--- src/rtl/frac_align_norm.sv ---
// Align / add-subtract / normalize (/ round) stage of the 4-bit-fraction FP adder, one shift per cycle.
// Optional round-to-nearest-even stage compiled in with FRAC_ROUND_EN.
module frac_align_norm (
    input  logic       clk,
    input  logic       rst_n,
    input  logic       in_valid,
    output logic       in_ready,
    input  logic [3:0] Bigger_Frac,
    input  logic [3:0] Smaller_Frac,
    input  logic [3:0] Big_Exp,
    input  logic [3:0] Shift_Amt,
    input  logic       Sub,
    output logic       out_valid,
    input  logic       out_ready,
    output logic [3:0] Result_Frac,
    output logic [3:0] Result_Exp,
    output logic       Ovf,
    output logic       Unf,
    output logic       Zero,
    output logic [2:0] dbg_state
);

    // Handshake: a transfer happens on a rising edge where valid && ready are both high;
    // out_valid and the result hold steady until out_ready is seen.
    typedef enum logic [2:0] {
        S_IDLE  = 3'd0,
        S_ALIGN = 3'd1,
        S_ADD   = 3'd2,
        S_NORM  = 3'd3,
`ifdef FRAC_ROUND_EN
        S_ROUND = 3'd4,
`endif
        S_OUT   = 3'd5
    } state_t;

`ifdef FRAC_ROUND_EN
    localparam state_t EXIT_STATE = S_ROUND;
`else
    localparam state_t EXIT_STATE = S_OUT;
`endif

    // Working registers: {carry, 4-bit fraction, G, R, S}
    state_t      state_q, state_n;
    logic [7:0]  a_q, a_n, b_q, b_n;
    logic [3:0]  e_q, e_n;
    logic [2:0]  cnt_q, cnt_n;
    logic        sub_q, sub_n;
    logic        ovf_q, ovf_n, unf_q, unf_n, zero_q, zero_n;
    logic [3:0]  frac_q, frac_n, exp_q, exp_n;

    always_comb begin
        state_n = state_q;
        a_n     = a_q;
        b_n     = b_q;
        e_n     = e_q;
        cnt_n   = cnt_q;
        sub_n   = sub_q;
        ovf_n   = ovf_q;
        unf_n   = unf_q;
        zero_n  = zero_q;
        frac_n  = frac_q;
        exp_n   = exp_q;
        case (state_q)
            S_IDLE: begin
                if (in_valid) begin
                    a_n    = {1'b0, Bigger_Frac, 3'b000};
                    b_n    = {1'b0, Smaller_Frac, 3'b000};
                    e_n    = Big_Exp;
                    sub_n  = Sub;
                    // Six shifts already push B entirely into sticky
                    cnt_n  = (Shift_Amt > 4'd6) ? 3'd6 : Shift_Amt[2:0];
                    ovf_n  = 1'b0;
                    unf_n  = 1'b0;
                    zero_n = 1'b0;
                    frac_n = 4'h0;
                    exp_n  = 4'h0;
                    state_n = (cnt_n != 3'd0) ? S_ALIGN : S_ADD;
                end
            end
            S_ALIGN: begin
                b_n   = {1'b0, b_q[7:2], b_q[1] | b_q[0]};
                cnt_n = cnt_q - 3'd1;
                if (cnt_q == 3'd1) state_n = S_ADD;
            end
            S_ADD: begin
                a_n     = sub_q ? (a_q - b_q) : (a_q + b_q);
                state_n = S_NORM;
            end
            S_NORM: begin
                if (a_q == 8'h00) begin
                    zero_n  = 1'b1;
                    e_n     = 4'h0;
                    state_n = EXIT_STATE;
                end else if (a_q[7]) begin
                    if (e_q == 4'hF) begin
                        ovf_n   = 1'b1;
                        a_n     = {1'b0, 4'hF, 3'b000};
                        e_n     = 4'hF;
                        state_n = S_OUT;
                    end else begin
                        a_n     = {1'b0, a_q[7:2], a_q[1] | a_q[0]};
                        e_n     = e_q + 4'd1;
                        state_n = EXIT_STATE;
                    end
                end else if (!a_q[6]) begin
                    if (e_q == 4'h0) begin
                        unf_n   = 1'b1;
                        state_n = EXIT_STATE;
                    end else begin
                        a_n = {a_q[6:0], 1'b0};
                        e_n = e_q - 4'd1;
                    end
                end else begin
                    state_n = EXIT_STATE;
                end
            end
`ifdef FRAC_ROUND_EN
            S_ROUND: begin
                if (a_q[2] && (a_q[1] || a_q[0] || a_q[3])) begin
                    if (a_q[6:3] == 4'hF) begin
                        if (e_q == 4'hF) begin
                            ovf_n = 1'b1;
                            a_n   = {1'b0, 4'hF, 3'b000};
                        end else begin
                            a_n = {1'b0, 4'h8, 3'b000};
                            e_n = e_q + 4'd1;
                        end
                    end else begin
                        a_n = {1'b0, a_q[6:3] + 4'd1, 3'b000};
                    end
                end
                state_n = S_OUT;
            end
`endif
            S_OUT: begin
                if (out_ready) state_n = S_IDLE;
            end
            default: state_n = S_IDLE;
        endcase
        // Result registers latch once, on entry to OUT, and hold until the next capture
        if (state_n == S_OUT && state_q != S_OUT) begin
            frac_n = a_n[6:3];
            exp_n  = e_n;
        end
    end

    always_ff @(posedge clk or negedge rst_n) begin
        if (!rst_n) state_q <= S_IDLE;
        else        state_q <= state_n;
    end

    always_ff @(posedge clk or negedge rst_n) begin
        if (!rst_n) begin
            a_q    <= 8'h00;
            b_q    <= 8'h00;
            e_q    <= 4'h0;
            cnt_q  <= 3'd0;
            sub_q  <= 1'b0;
            ovf_q  <= 1'b0;
            unf_q  <= 1'b0;
            zero_q <= 1'b0;
            frac_q <= 4'h0;
            exp_q  <= 4'h0;
        end else begin
            a_q    <= a_n;
            b_q    <= b_n;
            e_q    <= e_n;
            cnt_q  <= cnt_n;
            sub_q  <= sub_n;
            ovf_q  <= ovf_n;
            unf_q  <= unf_n;
            zero_q <= zero_n;
            frac_q <= frac_n;
            exp_q  <= exp_n;
        end
    end

    assign in_ready    = (state_q == S_IDLE);
    assign out_valid   = (state_q == S_OUT);
    assign Result_Frac = frac_q;
    assign Result_Exp  = exp_q;
    assign Ovf         = ovf_q;
    assign Unf         = unf_q;
    assign Zero        = zero_q;
    assign dbg_state   = state_q;

endmodule

--- config.mk ---
export PLATFORM = sky130hd
export DESIGN_NAME = frac_align_norm
export DESIGN_NICKNAME = d
export VERILOG_FILES = /design/src/rtl/frac_align_norm.sv
export SDC_FILE = /design/constraint.sdc
export NUM_CORES = 1
export LEC_CHECK = 0
export ABC_CLOCK_PERIOD_IN_PS = 4900
export CORE_ASPECT_RATIO = 2
export CORE_MARGIN = 2
export CORE_UTILIZATION = 35
export CTS_BUF_LIST = sky130_fd_sc_hd__clkbuf_4 sky130_fd_sc_hd__clkbuf_8 sky130_fd_sc_hd__clkbuf_16
export DETAILED_ROUTE_END_ITERATION = 8
export PLACE_DENSITY = 0.66
export SYNTH_ARGS = -nofsm -noshare
export SYNTH_HDL_FRONTEND = slang
export SYNTH_SLANG_ARGS = --single-unit
--- constraint.sdc ---
create_clock -name clk -period 4.9 [get_ports clk]
set_input_delay 0.98 -clock clk [delete_from_list [all_inputs] [get_ports clk]]
set_output_delay 0.98 -clock clk [all_outputs]
set_load 0.01 [all_outputs]
After elaboration in Yosys (flattened, before gate mapping)
Index checks and enable logic that the tools add are counted.

Add/sub/neg operators: 5. Order comparisons: 1. Eq/ne operators: 18. Multiplexer cells: 45. Bitwise operators: 2. Reduce and logical (&&, ||, !) cells: 18.

Operators with widths (number): 2-to-1 mux 4 bit (10); 2-to-1 mux 8 bit (5); 2-to-1 mux 3 bit (9); one-hot mux 8 bit (3 select lines) (1); inequality test 2 bit (second input constant) (8); one-hot mux 8 bit (2 select lines) (1); one-hot mux 3 bit (5 select lines) (1); 2-to-1 mux 7 bit (2); AND reduction 5 bit (2); 2-to-1 mux 1 bit (9); inequality test 3 bit (second input constant) (3); adder 8 bit (1); logical NOT 8 bit (1); one-hot mux 4 bit (2 select lines) (1); nonzero test 2 bit (4); subtractor 8 bit (1); equality test 3 x 1 -> 1 bit (second input constant) (2); equality test 3 x 2 -> 1 bit (second input constant) (2); equality test 3 bit (second input constant) (2); 2-to-1 mux 6 bit (1); one-hot mux 1 bit (2 select lines) (3); one-hot mux 3 bit (2 select lines) (1); AND reduction 2 bit (3); AND reduction 3 bit (2); other kinds (12) (14).

Bits in registers: 38. Input port bits: 21.

Logic depth before layout (Yosys ltp)
Depth after elaboration: 10. Depth in mapped cells: 10. Mapped depth without buffers: 10.

Least setup slack after synthesis
OpenSTA, ideal clock, no wires.

Kind: reg-to-reg. From: register b_q[0]. To: register frac_q[1], in the netlist Result_Frac[1]. Arrival time: 2.243 ns. Path slack: 2.539 ns. Stages on the path, launching flop included: 10. Buffers on the path: 0. Path through: dfrtp_1 -> inv_1 -> ha_1 -> mux2_2 -> fa_1 -> nand2b_1 -> a21oi_1 -> xor2_1 -> a211o_1 -> a21o_1.

Word-level cells in the longest chain between the ends: 4. Elaborated cells on any way between the ends: 5.

RTL lines: from (decl) (line 44) `logic [7:0] a_q, a_n, b_q, b_n;`; from (signal assigned) (line 166) `b_q <= b_n;`; adder 8 bit / subtractor 8 bit (equally long branches) (line 86) `a_n = sub_q ? (a_q - b_q) : (a_q + b_q);`; 2-to-1 mux 8 bit * (line 86); one-hot mux 8 bit (3 select lines) * (line 63) `case (state_q)`; named net a_n[4] (line 44); 2-to-1 mux 4 bit * (line 141) `if (state_n == S_OUT && state_q != S_OUT) begin`; to (signal assigned) (line 173) `frac_q <= frac_n;`; to (decl) (line 49) `logic [3:0] frac_q, frac_n, exp_q, exp_n;`.

The timed path passes the listed nets; every way through them passes the cells marked *. A chain may end at the register's enable or synchronous reset.

Final worst setup path
From: register state_q[0], in the netlist dbg_state[0]. To: output out_valid.

Word-level cells in the longest chain between the ends: 1.

RTL lines: from (decl) (line 43) `state_t state_q, state_n;`; from (signal assigned) (line 149) `else state_q <= state_n;`; equality test 3 bit (line 179) `assign out_valid = (state_q == S_OUT);`; to (decl) (line 13) `output logic out_valid,`.

Every way passes these cells.

==> results.json <==
{
  "clock_tree.root_cell": "clkbuf_16",
  "core_um2": 7160,
  "crit_arrival_ns": 1.97,
  "seq_area_frac_synth_pct": 36.4,
  "floorplan.initialDensity_pct": 35.5,
  "count_of_clock_tree_sinks": 37,
  "clock_skew_ns": 0.00396,
  "die-width_um": 64.3,
  "finalWorstPathRequiredPeriod_ns": 2.95,
  "netlist_area_um2": 2540,
  "routabilityCongestion": 0.862,
  "drtAntennaViolNets": 0,
  "synth_enable_flop_cells": 0,
  "grt_remaining_overflow": 0,
  "slew_headroom_pct": 43.2,
  "cts_tree": "built",
  "post_route_cells_drive_above_1_share_pct": 5.21,
  "grt_first_pass_wirelength_um": 11400,
  "final.period_utilization_pct": 60.2,
  "yosys.area_share.simple_pct": 22.7,
  "number_of_global_route_vias_before_repair": 2315,
  "floorplan.rows": 44,
  "drt_pre_antenna_iters": 4,
  "synth.distinct_cells": 56,
  "diodes": 0,
  "finalNonFillerCells": 418,
  "yosysWarningCount": 0,
  "routed_via_density": 5.56,
  "setup_viol_count_final": 0,
  "place_inst": 411,
  "clock_insertion_delay_worst_skew_ns": 0.28,
  "hold_path.class": "reg -> reg",
  "synth.area.top_cells": "dfrtp_1 (36%), ha_1 (5.9%), nor2_1 (5.0%), o21ai_0 (4.1%), nand2_1 (3.7%)",
  "final_net_count": 360,
  "drt_iter0_drc": 156,
  "detail_route.wl_per_cell_um": 15.7,
  "synthesis.nets": 333,
  "number_of_antenna_violations_at_the_first_check_in_global_routing": 0,
  "syn2layout_area_growth_pct": 21.8,
  "dominant_combinational_cell_family_by_area_after_synthesis": "compound AO/OA/AOI/OAI gates",
  "grtUsageTotal_pct": 17.4,
  "grt_start_max_net_pins": 38,
  "synthXorXnorAreaFrac_pct": 3.79,
  "via_count": 2326,
  "numCtsBuffers": 5,
  "synth_area_in_compound_gates_pct": 24.7,
  "hold_violations": 0,
  "critical_path_peak_fanout": 17,
  "max_freq_mhz": 339,
  "setup_repair_after_global_routing_missed_its_margin": "no",
  "max-clock-path-buffers": 2,
  "final_design_area_no_fill_um2": 3100,
  "cts-hold-fix-buffers": 0,
  "drv_slew": 0,
  "post_cts_resized": 0,
  "fin_tns_setup_ns": 0,
  "synth.largest_area_cell": "dfrtp_1",
  "hpwl_detailed_um": 4820,
  "power.total_w": 0.00247,
  "clk_pin_slew_worst_paths_ns": 0.05,
  "asyncSetResetFlopFracSynth_pct": 100,
  "placed_area_um2": 2950,
  "design.die.area_um2": 8010,
  "cellPowerDensity_nw_per_um2": 798,
  "netlist.area_leader.share_pct": 36.4,
  "io_pins": 37,
  "synthesized_instance_count": 299,
  "io_buffers": 36,
  "vdd_drop_max_mv": 0.476,
  "muxShareOfSynthArea_pct": 0.836,
  "synth.avg_cell_area_um2": 8.51,
  "cts.htree.levels": 2,
  "leakage_nw": 1.33,
  "critical_path.endpoint_type": "output port",
  "postCtsSetupRepairBufs": 0,
  "yosys_register_bits": 37,
  "drc": 0,
  "path_class": "reg -> out",
  "required_time_reported_for_the_critical_path_endpoint_ns": 3.92,
  "r2r_setup_slack_ns": 2.26,
  "status": "finished clean",
  "synth-main-ff-cell": "dfrtp_1",
  "worstSetupStartpointType": "flip-flop",
  "max_slew.worst_pin.slew_ns": 0.852,
  "max-cap-violations": 0,
  "die_h_um": 125,
  "wirelength_um": 6570,
  "yosys.area_share.adder_pct": 6.69
}
report_power, final:
part | switching, W | internal, W | leakage [nW]
clock | 0.000120 | 0.000205 | 0.0734
sequential | 0.000239 | 0.000447 | 0.472
combinational | 0.000774 | 0.000689 | 0.788
total | 0.00113 | 0.00134 | 1.33
worst max-delay path, cell delays in order (launching register included):
cell and delay, ns:
dfrtp_1 0.65, nor2b_1 0.32, nand2_1 0.10, inv_1 0.09, clkdlybuf4s50_1 0.53
layout by cell type (no fill, tap or decap), drive strengths merged, types with 4 or more instances in the layout:
| cell | instances |
|---|---|
| a211oi | 5 |
| inv | 17 |
| nand2b | 7 |
| a21o | 5 |
| o21a | 4 |
| nand3b | 4 |
| nor2 | 34 |
| nor4 | 4 |
| and3 | 4 |
| dfrtp | 37 |
| nor3 | 7 |
| ha | 12 |
| xnor2 | 9 |
| clkdlybuf4s50 | 35 |
| nand2 | 25 |
| o21ai | 22 |
| nand3 | 4 |
| a221o | 7 |
| nor2b | 6 |
| clkbuf | 7 |
| a31oi | 8 |
| a21oi | 18 |
through the flow:
step	setup WS (ns)	utilization, %	hold slack (ns)
6_report	1.95	43.3	0.500
5_1_grt	1.82	43.3	0.530
4_1_cts	1.97	43.3	0.498
3_5_place_dp	2.12	41.3	0.487
3_3_place_gp	2.18	41.3	0.491
2_1_floorplan	2.54	-	0.467
logic make-up after synthesis:
| group | Yosys count |
|---|---|
| xor+xnor | 11 |
| compound gates | 91 |
| fa+ha+maj | 13 |
| mux | 2 |
| flops | 37 |
| simple gates | 112 |
| buf+inv | 33 |
layout make-up:
type | count | area [µm²]
Clock buffer | 7 | 146
Fill cell | 758 | 4060
Inverter | 17 | 63.8
Multi-Input combinational cell | 229 | 1490
Sequential cell | 37 | 926
Tap cell | 92 | 115
Timing Repair Buffer | 36 | 355
registers in the layout, indices dropped and copies added, names as in the netlist:
signal / count
e_q: 4
a_q: 8
Zero: 1
Result_Exp: 4
b_q: 7
dbg_state: 3
Ovf: 1
sub_q: 1
cnt_q: 3
Unf: 1
Result_Frac: 4
synth_stat cells (5+ instances only):
| cell type | instances |
|---|---|
| nand2_1 | 25 |
| a221o_1 | 7 |
| nor2b_1 | 6 |
| nor2_1 | 34 |
| inv_1 | 17 |
| o21ai_0 | 21 |
| a21o_1 | 5 |
| nor3_1 | 7 |
| a21oi_1 | 17 |
| ha_1 | 12 |
| clkbuf_1 | 13 |
| a211oi_1 | 5 |
| dfrtp_1 | 37 |
| a31oi_1 | 8 |
| nand2b_1 | 7 |
| xnor2_1 | 9 |
per-layer routing:
metal	global-route usage, %	share of wire (%)	wire (µm)
met5	0	0	0
met4	4.51	1.3	84
met1	24.4	46	3000
met2	28.2	49	3220
met3	2.17	3.9	256
final timing paths:
path / from / end / cells after the start
min: cnt_q[1] / cnt_q[1] / 2
max in group asynchronous: rst_n / b_q[1] / 1
max reg2reg: b_q[0] / Result_Frac[1] / 9
min in group asynchronous: rst_n / Unf / 1
max: dbg_state[0] / out_valid / 4
min reg2reg: cnt_q[1] / cnt_q[1] / 2
No activity file was read; power rests on OpenSTA's default activity.
